## src/rtl/rr_arbiter_4_pkg.sv

```systemverilog
// Shared constants, state encoding and the round-robin search helper
// for the four-requester arbiter.
package rr_arbiter_4_pkg;

    localparam int NUM_REQ          = 4;
    localparam int DEFAULT_HOLD_MAX = 8;
    localparam int DEFAULT_CNT_W    = 4;

    typedef enum logic [1:0] {
        ST_IDLE  = 2'b00,
        ST_GRANT = 2'b01,
        ST_GAP   = 2'b10
    } state_t;

    // Returns {found, winner}: first set bit of req scanning ptr, ptr+1, ... mod 4.
    // The scan runs from the farthest offset down so the nearest one wins.
    function automatic logic [2:0] rr_pick(input logic [3:0] req, input logic [1:0] ptr);
        logic [2:0] res;
        logic [1:0] idx;
        res = 3'b000;
        for (int k = NUM_REQ - 1; k >= 0; k--) begin
            idx = ptr + 2'(k);
            if (req[idx]) res = {1'b1, idx};
        end
        return res;
    endfunction

endpackage

```

## src/rtl/rr_arbiter_4_if.sv

```systemverilog
// Requester-side bundle of the arbiter: request/enable in, grant/status out.
interface rr_arbiter_4_if;
    import rr_arbiter_4_pkg::*;

    // req is level-sensitive; grant is one-hot and nonzero exactly while busy,
    // and an owner keeps it until it drops req, times out or en falls.
    logic         en;
    logic [3:0]   req;
    logic [3:0]   grant;
    logic [1:0]   grant_idx;
    logic         busy;
    state_t       dbg_state;

    modport master (output en, req, input grant, grant_idx, busy, dbg_state);
    modport slave  (input en, req, output grant, grant_idx, busy, dbg_state);

endinterface

```

## src/rtl/rr_arbiter_4_decoder_2x4.sv

```systemverilog
// 2-to-4 one-hot decoder with enable; {a,b} selects the asserted output bit.
module decoder_2x4 (
    input  logic       a,
    input  logic       b,
    input  logic       en,
    output logic [3:0] y
);

    always_comb begin
        y = 4'b0000;
        if (en) y[{a, b}] = 1'b1;
    end

endmodule

```

## src/rtl/rr_arbiter_4.sv

```systemverilog
// Four-requester round-robin arbiter with time-limited registered grants
// and a one-cycle dead gap between owners.
module rr_arbiter_4
    import rr_arbiter_4_pkg::*;
#(
    parameter int HOLD_MAX = DEFAULT_HOLD_MAX,
    parameter int CNT_W    = DEFAULT_CNT_W
) (
    input  logic           clk,
    input  logic           rst_n,
    rr_arbiter_4_if.slave  bus
);

    localparam logic [CNT_W-1:0] HOLD_LAST = CNT_W'(HOLD_MAX - 1);

    state_t           r_state;
    state_t           w_state_nxt;
    logic [CNT_W-1:0] r_hold_cnt;
    logic [CNT_W-1:0] w_hold_nxt;
    logic [1:0]       r_ptr;
    logic [1:0]       r_grant_idx;
    logic             w_found;
    logic [1:0]       w_winner;
    logic             w_start;
    logic             w_release;
    logic             w_busy;
    logic [3:0]       w_grant;

    assign {w_found, w_winner} = rr_pick(bus.req, r_ptr);

    always_comb begin
        w_state_nxt = r_state;
        w_hold_nxt  = r_hold_cnt;
        w_start     = 1'b0;
        w_release   = 1'b0;
        case (r_state)
            ST_IDLE, ST_GAP: begin
                if (bus.en && w_found) begin
                    w_state_nxt = ST_GRANT;
                    w_hold_nxt  = '0;
                    w_start     = 1'b1;
                end else begin
                    w_state_nxt = ST_IDLE;
                end
            end
            ST_GRANT: begin
                // Release, timeout and disable collapse into one termination.
                if (!bus.req[r_grant_idx] || (r_hold_cnt == HOLD_LAST) || !bus.en) begin
                    w_state_nxt = ST_GAP;
                    w_hold_nxt  = '0;
                    w_release   = 1'b1;
                end else begin
                    w_hold_nxt  = r_hold_cnt + 1'b1;
                end
            end
            default: begin
                w_state_nxt = ST_IDLE;
                w_hold_nxt  = '0;
            end
        endcase
    end

    always_ff @(posedge clk or negedge rst_n) begin
        if (!rst_n) begin
            r_state    <= ST_IDLE;
            r_hold_cnt <= '0;
        end else begin
            r_state    <= w_state_nxt;
            r_hold_cnt <= w_hold_nxt;
        end
    end

    always_ff @(posedge clk or negedge rst_n) begin
        if (!rst_n) begin
            r_grant_idx <= 2'd0;
            r_ptr       <= 2'd0;
        end else begin
            if (w_start)   r_grant_idx <= w_winner;
            if (w_release) r_ptr       <= r_grant_idx + 2'd1;
        end
    end

    assign w_busy = (r_state == ST_GRANT);

    decoder_2x4 u_dec (
        .a  (r_grant_idx[1]),
        .b  (r_grant_idx[0]),
        .en (w_busy),
        .y  (w_grant)
    );

    assign bus.grant     = w_grant;
    assign bus.grant_idx = r_grant_idx;
    assign bus.busy      = w_busy;
    assign bus.dbg_state = r_state;

endmodule

```

## src/flat_wrapper.sv

```systemverilog
// flat-port wrapper written by rule: the top's interface ports become plain ports
module rr_arbiter_4_flat import rr_arbiter_4_pkg::*;
#(
    parameter int HOLD_MAX = DEFAULT_HOLD_MAX,
    parameter int CNT_W    = DEFAULT_CNT_W
)
  (clk, rst_n, bus_en, bus_req, bus_grant, bus_grant_idx, bus_busy, bus_dbg_state);
  rr_arbiter_4_if bus_i ();
  input  logic clk;
  input  logic rst_n;
  input wire logic [$bits(bus_i.en)-1:0] bus_en;
  input wire logic [$bits(bus_i.req)-1:0] bus_req;
  output wire logic [$bits(bus_i.grant)-1:0] bus_grant;
  output wire logic [$bits(bus_i.grant_idx)-1:0] bus_grant_idx;
  output wire logic [$bits(bus_i.busy)-1:0] bus_busy;
  output wire logic [$bits(bus_i.dbg_state)-1:0] bus_dbg_state;
  assign bus_i.en = bus_en;
  assign bus_i.req = bus_req;
  assign bus_grant = bus_i.grant;
  assign bus_grant_idx = bus_i.grant_idx;
  assign bus_busy = bus_i.busy;
  assign bus_dbg_state = bus_i.dbg_state;
  rr_arbiter_4 #(.HOLD_MAX(HOLD_MAX), .CNT_W(CNT_W)) u_core (.clk(clk), .rst_n(rst_n), .bus(bus_i));
endmodule
```

## config.mk

```make
export PLATFORM = sky130hd
export DESIGN_NAME = rr_arbiter_4_flat
export DESIGN_NICKNAME = d
export VERILOG_FILES = /design/src/rtl/rr_arbiter_4_pkg.sv /design/src/rtl/rr_arbiter_4_if.sv /design/src/rtl/rr_arbiter_4_decoder_2x4.sv /design/src/rtl/rr_arbiter_4.sv /design/src/flat_wrapper.sv
export SDC_FILE = /design/constraint.sdc
export NUM_CORES = 1
export LEC_CHECK = 0
export ABC_AREA = 1
export CORE_UTILIZATION = 46
export CTS_CLUSTER_SIZE = 14
export DETAILED_ROUTE_END_ITERATION = 6
export GPL_ROUTABILITY_DRIVEN = 0
export PLACE_DENSITY = 0.75
export SLEW_MARGIN = 20
export SYNTH_ARGS = -nofsm -noshare
export SYNTH_HDL_FRONTEND = slang
export SYNTH_SLANG_ARGS = --single-unit
```

## constraint.sdc

```tcl
create_clock -name clk -period 1.4 [get_ports clk]
set_clock_uncertainty 0.1 [all_clocks]
set_input_delay 0.28 -clock clk [delete_from_list [all_inputs] [get_ports clk]]
set_output_delay 0.28 -clock clk [all_outputs]
set_load 0.1 [all_outputs]
```

==> results_tabular.tex <==
\begin{tabular}{lr}
\hline
Metric & Value \\
\hline
\multicolumn{2}{l}{\textbf{Clocking}} \\
Clock transition at the registers of the reported paths & 0.07 ns \\
H-tree Lvls & 1 \\
Total clock buffers created by CTS & 3 \\
Later-pin clock latency in the skew report & 0.27 ns \\
Maximum buffer depth of the clock tree & 2 \\
TritonCTS clock tree & yes \\
Total number of clock tree sinks & 10 \\
CTS root buffer & sky130\_fd\_sc\_hd\_\_clkbuf\_4 \\
Number of buffers inserted by hold repair at cts & 0 \\
\multicolumn{2}{l}{\textbf{Global route}} \\
First-pass GRT wire length & approximately 3600 um \\
Number of global-route vias before repair & 883 \\
Global router's overall resource usage & 24.6\% \\
Largest net degree at the start of global routing & 11 \\
Number of antenna violations at the first check in global routing & 0 \\
Residual overflow from global routing & 0 \\
\multicolumn{2}{l}{\textbf{Final layout}} \\
Area growth from synthesis to layout & 73.0\% \\
Area of the multi-input gates & 597 um2 \\
Number of fill cells in the layout & 109 \\
Final nets & 183 \\
Proportion of layout cells with a drive suffix above 1 & 50.6\% \\
Antenna Cells & 0 \\
Register area & 260 um2 \\
\multicolumn{2}{l}{\textbf{Hold path}} \\
Worst hold path class & input pin to async pin \\
\multicolumn{2}{l}{\textbf{Setup path}} \\
Sort of element at the start of the critical path & flip-flop \\
Kind of capture point of the worst setup path & primary output \\
Delay of the slowest critical-path stage & 0.44 ns \\
CP Data Arrival Time & about 1.3 ns \\
Minimum setup slack among reg-to-reg paths & -0.24 ns \\
Startpoint-to-endpoint class of the critical path & flip-flop to primary output \\
Req. time, crit path & a little over 1 ns \\
Worst-path fanout max & 6 \\
Worst-path cell with the longest stage delay & sky130\_fd\_sc\_hd\_\_dfrtp\_2 \\
Series of cell instances along the critical path & nor2\_4, inv\_2, buf\_12, nor2\_4, buf\_12 \\
\multicolumn{2}{l}{\textbf{Floorplan}} \\
Die height & 45.2 um \\
Die Outline Area & 2040 um2 \\
\# rows & 15 \\
Initial core utilization & 49.1\% \\
Count of boundary I/O pins & 16 \\
Die X-Extent & 45.2 um \\
Total core area & 1750 um2 \\
\multicolumn{2}{l}{\textbf{Detailed routing}} \\
Routed Wire Length & 2350 um \\
DR WL/cell & between 10 and 15 um \\
Antenna-violating nets left & 0 \\
Total via count in the routed design & 952 \\
Detailed-route vias per instance & between 4 and 5 \\
Drt first-iter violations & 15 \\
Post-detailed-route DRC marker count & 0 \\
Length of the first detailed-routing pass in iterations & 4 \\
\multicolumn{2}{l}{\textbf{Timing}} \\
RSZ-0062 raised after global routing & yes \\
Final clock period utilization by the worst path & 121\% \\
Post-route worst setup slack & -0.292 ns \\
Transition time at the pin with the least slew margin & 0.481 ns \\
Total count of hold-check failures in the final report & 0 \\
Post-layout minimum cycle time & 1.69 ns \\
Worst hold slack across all endpoints & 0.237 ns \\
Final number of max-transition violations & 0 \\
Highest Clock Rate & between 0.5 and 0.6 GHz \\
Max-Slew Margin vs Limit & 67.8\% \\
Final setup violation count & 18 \\
\multicolumn{2}{l}{\textbf{Placed design}} \\
Hpwl dp & $\sim$1600 um \\
Port-buffer cells & 15 \\
\multicolumn{2}{l}{\textbf{Synthesis}} \\
Synthesized area divided by synthesized cell count & 6.75 um2 \\
Number of distinct standard cells referenced by the synthesized netlist & 19 \\
Number of cells produced by synthesis & 127 \\
Total nets after synthesis & $\sim$140 \\
Sequential element share of the synthesized area & 29.2\% \\
Post-Syn Area & 857 um2 \\
Total of flip-flops plus latches after synthesis & 10 \\
Yosys Warn Count & 0 \\
\multicolumn{2}{l}{\textbf{Run}} \\
Max Cap Viol & 0 \\
\multicolumn{2}{l}{\textbf{Status}} \\
Status & finished, violations left \\
Failing checks & negative setup slack \\
\hline
\end{tabular}
[final cells by class]
class                   instances  area share [%]
multi-input cells              93            40.3
repair buffers                 42            32.0
flip-flops and latches         10            17.6
inverters                      21            5.65
clock buffers                   4            2.45
well taps                      25            2.11
[what timing repair did]
action	4_1_cts	5_1_grt
gates resized for setup	27	11
endpoints found under the setup margin	17	19
pin swaps	7	4
setup buffers	9	1
[sequential cells by signal, summed over array words and instances, names as in the netlist]
signal and count:
u_core.r_hold_cnt 4, u_core.bus.dbg_state 2, u_core.bus.grant_idx 2, u_core.r_ptr 2
[routing by layer]
layer / track usage, % / up-vias / wire length [um]
li1: - / 475 / -
met1: 28.6 / 434 / 987
met2: 45.8 / 35 / 1250
met3: 3.20 / 8 / 91
met4: 8.48 / 0 / 24
met5: 0 / - / 0
[final timing paths]
check                                   startpoint                      end  depth (start not counted)
max in group asynchronous                    rst_n  u_core.bus.dbg_state[0]                          1
setup / recovery           u_core.bus.dbg_state[1]             bus_grant[0]                          5
min in group clk              u_core.r_hold_cnt[3]     u_core.r_hold_cnt[3]                          2
setup reg to reg           u_core.bus.grant_idx[1]          u_core.r_ptr[0]                          9
hold reg to reg               u_core.r_hold_cnt[3]     u_core.r_hold_cnt[3]                          2
hold / removal                               rst_n     u_core.r_hold_cnt[1]                          1
[cells in the mapped netlist]
cell | number | share of area, %
sky130_fd_sc_hd__nand2_1 | 41 | 18
sky130_fd_sc_hd__inv_1 | 19 | 8.3
sky130_fd_sc_hd__nor2_1 | 12 | 5.3
sky130_fd_sc_hd__dfrtp_1 | 10 | 29
sky130_fd_sc_hd__nand3_1 | 9 | 5.3
sky130_fd_sc_hd__nand2_2 | 7 | 5.1
sky130_fd_sc_hd__ha_1 | 5 | 7.3
sky130_fd_sc_hd__o21ai_0 | 5 | 2.9
sky130_fd_sc_hd__nand2_4 | 4 | 5.3
sky130_fd_sc_hd__a21oi_1 | 2 | 1.2
sky130_fd_sc_hd__buf_4 | 2 | 1.8
sky130_fd_sc_hd__inv_2 | 2 | 0.88
sky130_fd_sc_hd__o21ai_1 | 2 | 1.2
sky130_fd_sc_hd__o21ai_2 | 2 | 2.0
sky130_fd_sc_hd__buf_6 | 1 | 1.3
sky130_fd_sc_hd__nand3_4 | 1 | 2.0
sky130_fd_sc_hd__nand4_1 | 1 | 0.73
sky130_fd_sc_hd__nor2_4 | 1 | 1.3
sky130_fd_sc_hd__xor2_1 | 1 | 1.0
[cells in the final DEF (no fill, tap or decap), types with 2 or more instances in the layout]
master / Yosys / layout
sky130_fd_sc_hd__a21oi_1: 2 / 2
sky130_fd_sc_hd__buf_12: 0 / 10
sky130_fd_sc_hd__buf_4: 2 / 21
sky130_fd_sc_hd__buf_6: 1 / 5
sky130_fd_sc_hd__clkbuf_4: 0 / 3
sky130_fd_sc_hd__clkdlybuf4s50_1: 0 / 6
sky130_fd_sc_hd__dfrtp_1: 10 / 4
sky130_fd_sc_hd__dfrtp_2: 0 / 5
sky130_fd_sc_hd__ha_4: 0 / 3
sky130_fd_sc_hd__inv_1: 19 / 10
sky130_fd_sc_hd__inv_2: 2 / 9
sky130_fd_sc_hd__inv_4: 0 / 2
sky130_fd_sc_hd__nand2_1: 41 / 36
sky130_fd_sc_hd__nand2_2: 7 / 11
sky130_fd_sc_hd__nand2_4: 4 / 5
sky130_fd_sc_hd__nand3_1: 9 / 9
sky130_fd_sc_hd__nor2_1: 12 / 7
sky130_fd_sc_hd__nor2_4: 1 / 6
sky130_fd_sc_hd__o21ai_1: 2 / 7
sky130_fd_sc_hd__o21ai_2: 2 / 2
[stage by stage]
step / setup slack (ns) / area, um2 / util [%] / setup TNS (ns) / instances
after floorplan: -1.25 / 900 / - / -10.73 / 127
after global placement: -0.300 / 1280 / 73.6 / -2.89 / 181
after detailed placement: -0.409 / 1280 / 73.6 / -3.86 / 181
after CTS: -0.281 / 1450 / 82.9 / -2.97 / 194
after global routing: -0.357 / 1480 / 84.9 / -4.53 / 195
final: -0.292 / 1480 / 84.9 / -3.20 / 195
[logic make-up after synthesis]
logic type | Yosys count | synth area share, %
AOI/OAI and AO/OA | 11 | 7.30
xor gates and xnor gates | 1 | 1.02
adders and majority gates | 5 | 7.30
buffers and inverters | 24 | 12.3
DFF | 10 | 29.2
and+or+nand+nor | 76 | 42.9
[worst max-delay path, delay by kind of cell, from the launching register on]
kind | cells | cell delay [ns]
flops | 1 | 0.44
buf+inv | 3 | 0.36
simple gates | 2 | 0.24
Power is not shown: default switching activity piles up to over one toggle a cycle in this logic, so the estimate is an artifact.
==> RTL change 1, RTL diff (config.mk and constraints unchanged) <==
`NUM_REQ`: 4 -> 5.
--- a/src/rtl/rr_arbiter_4_pkg.sv
+++ b/src/rtl/rr_arbiter_4_pkg.sv
@@ -3,5 +3,5 @@
 package rr_arbiter_4_pkg;
 
-    localparam int NUM_REQ          = 4;
+    localparam int NUM_REQ          = 5;
     localparam int DEFAULT_HOLD_MAX = 8;
     localparam int DEFAULT_CNT_W    = 4;
Behaviour: unchanged (Yosys induction, for registers that start in step).
==> RTL change 1 against the original RTL <==
- area after synthesis down 4.4%
- the flow now stops in global routing (5_1_grt)
==> RTL change 1: results (changes against the original RTL) <==
ys_ff_latch: 10  # unchanged
cts-root-buf: "clkbuf_4"  # unchanged
endpoint_type: "output port"
hpwlAfterDp_um: 1592  # was 1556 um
numCtsBuffers: 3  # unchanged
firstError: "[ERROR DPL-0033] detailed placement checks failed during check placement."
status: "stopped before the end"  # was finished with violations
synth_area_leaders: "dfrtp_1 (31%), nand2_1 (16%), inv_1 (7.8%)"  # was dfrtp_1 (29%), nand2_1 (18%), inv_1 (8.3%)
crit_endpoint: "bus_grant[1]"
antenna_found_initial: 0
io_buffers: 15  # unchanged
synth.distinct_cells: 18  # was 19
cts.path.max_buffers: 2  # unchanged
htree_levels: 1  # unchanged
dp.cells: 167  # was 181
seq_area_frac_synth: 0.3053  # was 0.2920
synth_flop_cell: "dfrtp_1"  # unchanged
synthArstFlopShare: 1.000  # unchanged
pre_cts_slack_ns: -0.3317  # was -0.4087 ns
haltStage: "global routing (5_1_grt)"
grt_max_degree: 11
dpl_cell_area_mm2: 0.001229  # was 0.001285 mm^2
syn_nets: 134  # was 139
yosysWarnings: 0  # unchanged
synth_common_cells: "nand2_1 (35), inv_1 (17), dfrtp_1 (10), nand3_1 (10), nor2_1 (10)"  # was nand2_1 (41), inv_1 (19), nor2_1 (12)
syn_avg_cell_area_um2: 6.718  # was 6.749 um^2
==> RTL change 1: cell types whose count changed after synthesis, sizes merged <==
cell   change
inv        -1
nand2      -6
nand3      +1
nand4      -1
nor2       -2
o21a       +1
o21ai      +3
==> RTL change 1: stage by stage <==
step / setup TNS, ns / util
after floorplan: -7.387 / -
after global placement: -2.424 / 0.7794
after detailed placement: -2.887 / 0.7794
after CTS: -2.124 / 0.8921
==> RTL change 1: timing repair <==
item / CTS
pin swaps: 13
endpoints found under the setup margin: 15
resized for setup: 26
setup buffers: 11
==> RTL change 1: cell families after synthesis <==
kind of cell | count (synthesis) | share of synthesized area
xor+xnor | 1 | 0.01069
flops | 10 | 0.3053
fa+ha+maj | 5 | 0.07634
simple gates | 68 | 0.3893
compound gates | 15 | 0.09466
buf+inv | 23 | 0.1237
==> RTL change 2, RTL diff (config.mk and constraints unchanged) <==
Made on the original files. Set the package constant `DEFAULT_HOLD_MAX` to 7 (it was 8).
--- a/src/rtl/rr_arbiter_4_pkg.sv
+++ b/src/rtl/rr_arbiter_4_pkg.sv
@@ -4,5 +4,5 @@
 
     localparam int NUM_REQ          = 4;
-    localparam int DEFAULT_HOLD_MAX = 8;
+    localparam int DEFAULT_HOLD_MAX = 7;
     localparam int DEFAULT_CNT_W    = 4;
 
Behaviour: not the same (Yosys sat finds a counterexample within 10 cycles, from zero or initial values and one cycle with rst_n low).
==> RTL change 2 against the original RTL <==
- area after synthesis is 0.58% lower
- the run now fails in global routing (5_1_grt)
==> RTL change 2: results (changes against the original RTL) <==
htree_levels: 1  # unchanged
synth_flop_cell: "dfrtp_1"  # unchanged
synth_area_leaders: "dfrtp_1 (29%), nand2_1 (18%), ha_1 (8.8%)"  # was dfrtp_1 (29%), nand2_1 (18%), inv_1 (8.3%)
haltStage: "global routing (5_1_grt)"
clkSinkCount: 10  # unchanged
crit_endpoint: "bus_grant[2]"
seq_area_frac_synth: 0.2937  # was 0.2920
cts.path.max_buffers: 2  # unchanged
grt_max_degree: 11
synthArstFlopShare: 1.000  # unchanged
hpwlAfterDp_um: 1868  # was 1556 um
yosysWarnings: 0  # unchanged
synth.distinct_cells: 24  # was 19
antenna_found_initial: 0
cts-root-buf: "clkbuf_4"  # unchanged
numCtsBuffers: 3  # unchanged
endpoint_type: "output port"
firstError: "[ERROR DPL-0033] detailed placement checks failed during check placement."
status: "stopped before the end"  # was finished with violations
synth_common_cells: "nand2_1 (40), inv_1 (18), dfrtp_1 (10)"  # was nand2_1 (41), inv_1 (19), nor2_1 (12)
io_buffers: 15  # unchanged
syn_nets: 137  # was 139
RTL change 2: kinds of logic after synthesis:
group                      Yosys count  share of synthesized area
adders and majority gates            6                    0.08810
DFF                                 10                     0.2937
xor gates and xnor gates             2                    0.02056
and+or+nand+nor                     64                     0.3363
AOI/OAI and AO/OA                   15                     0.1160
buffers and inverters               27                     0.1454
RTL change 2: what timing repair did:
item / 4_1_cts
setup buffers: 12
resized for setup: 33
pin swaps: 15
hold buffers: 0
endpoints found under the setup margin: 19
RTL change 2: through the flow:
step / hold WS, ns / utilization / std cells / instance area, um^2 / setup slack [ns]
after floorplan: -0.1156 / - / 124 / 892.1 / -1.147
after global placement: 0.4451 / 0.7413 / 180 / 1280 / -0.4208
after detailed placement: 0.4870 / 0.7413 / 180 / 1280 / -0.4736
after CTS: 0.2294 / 0.8638 / 196 / 1491 / -0.3260
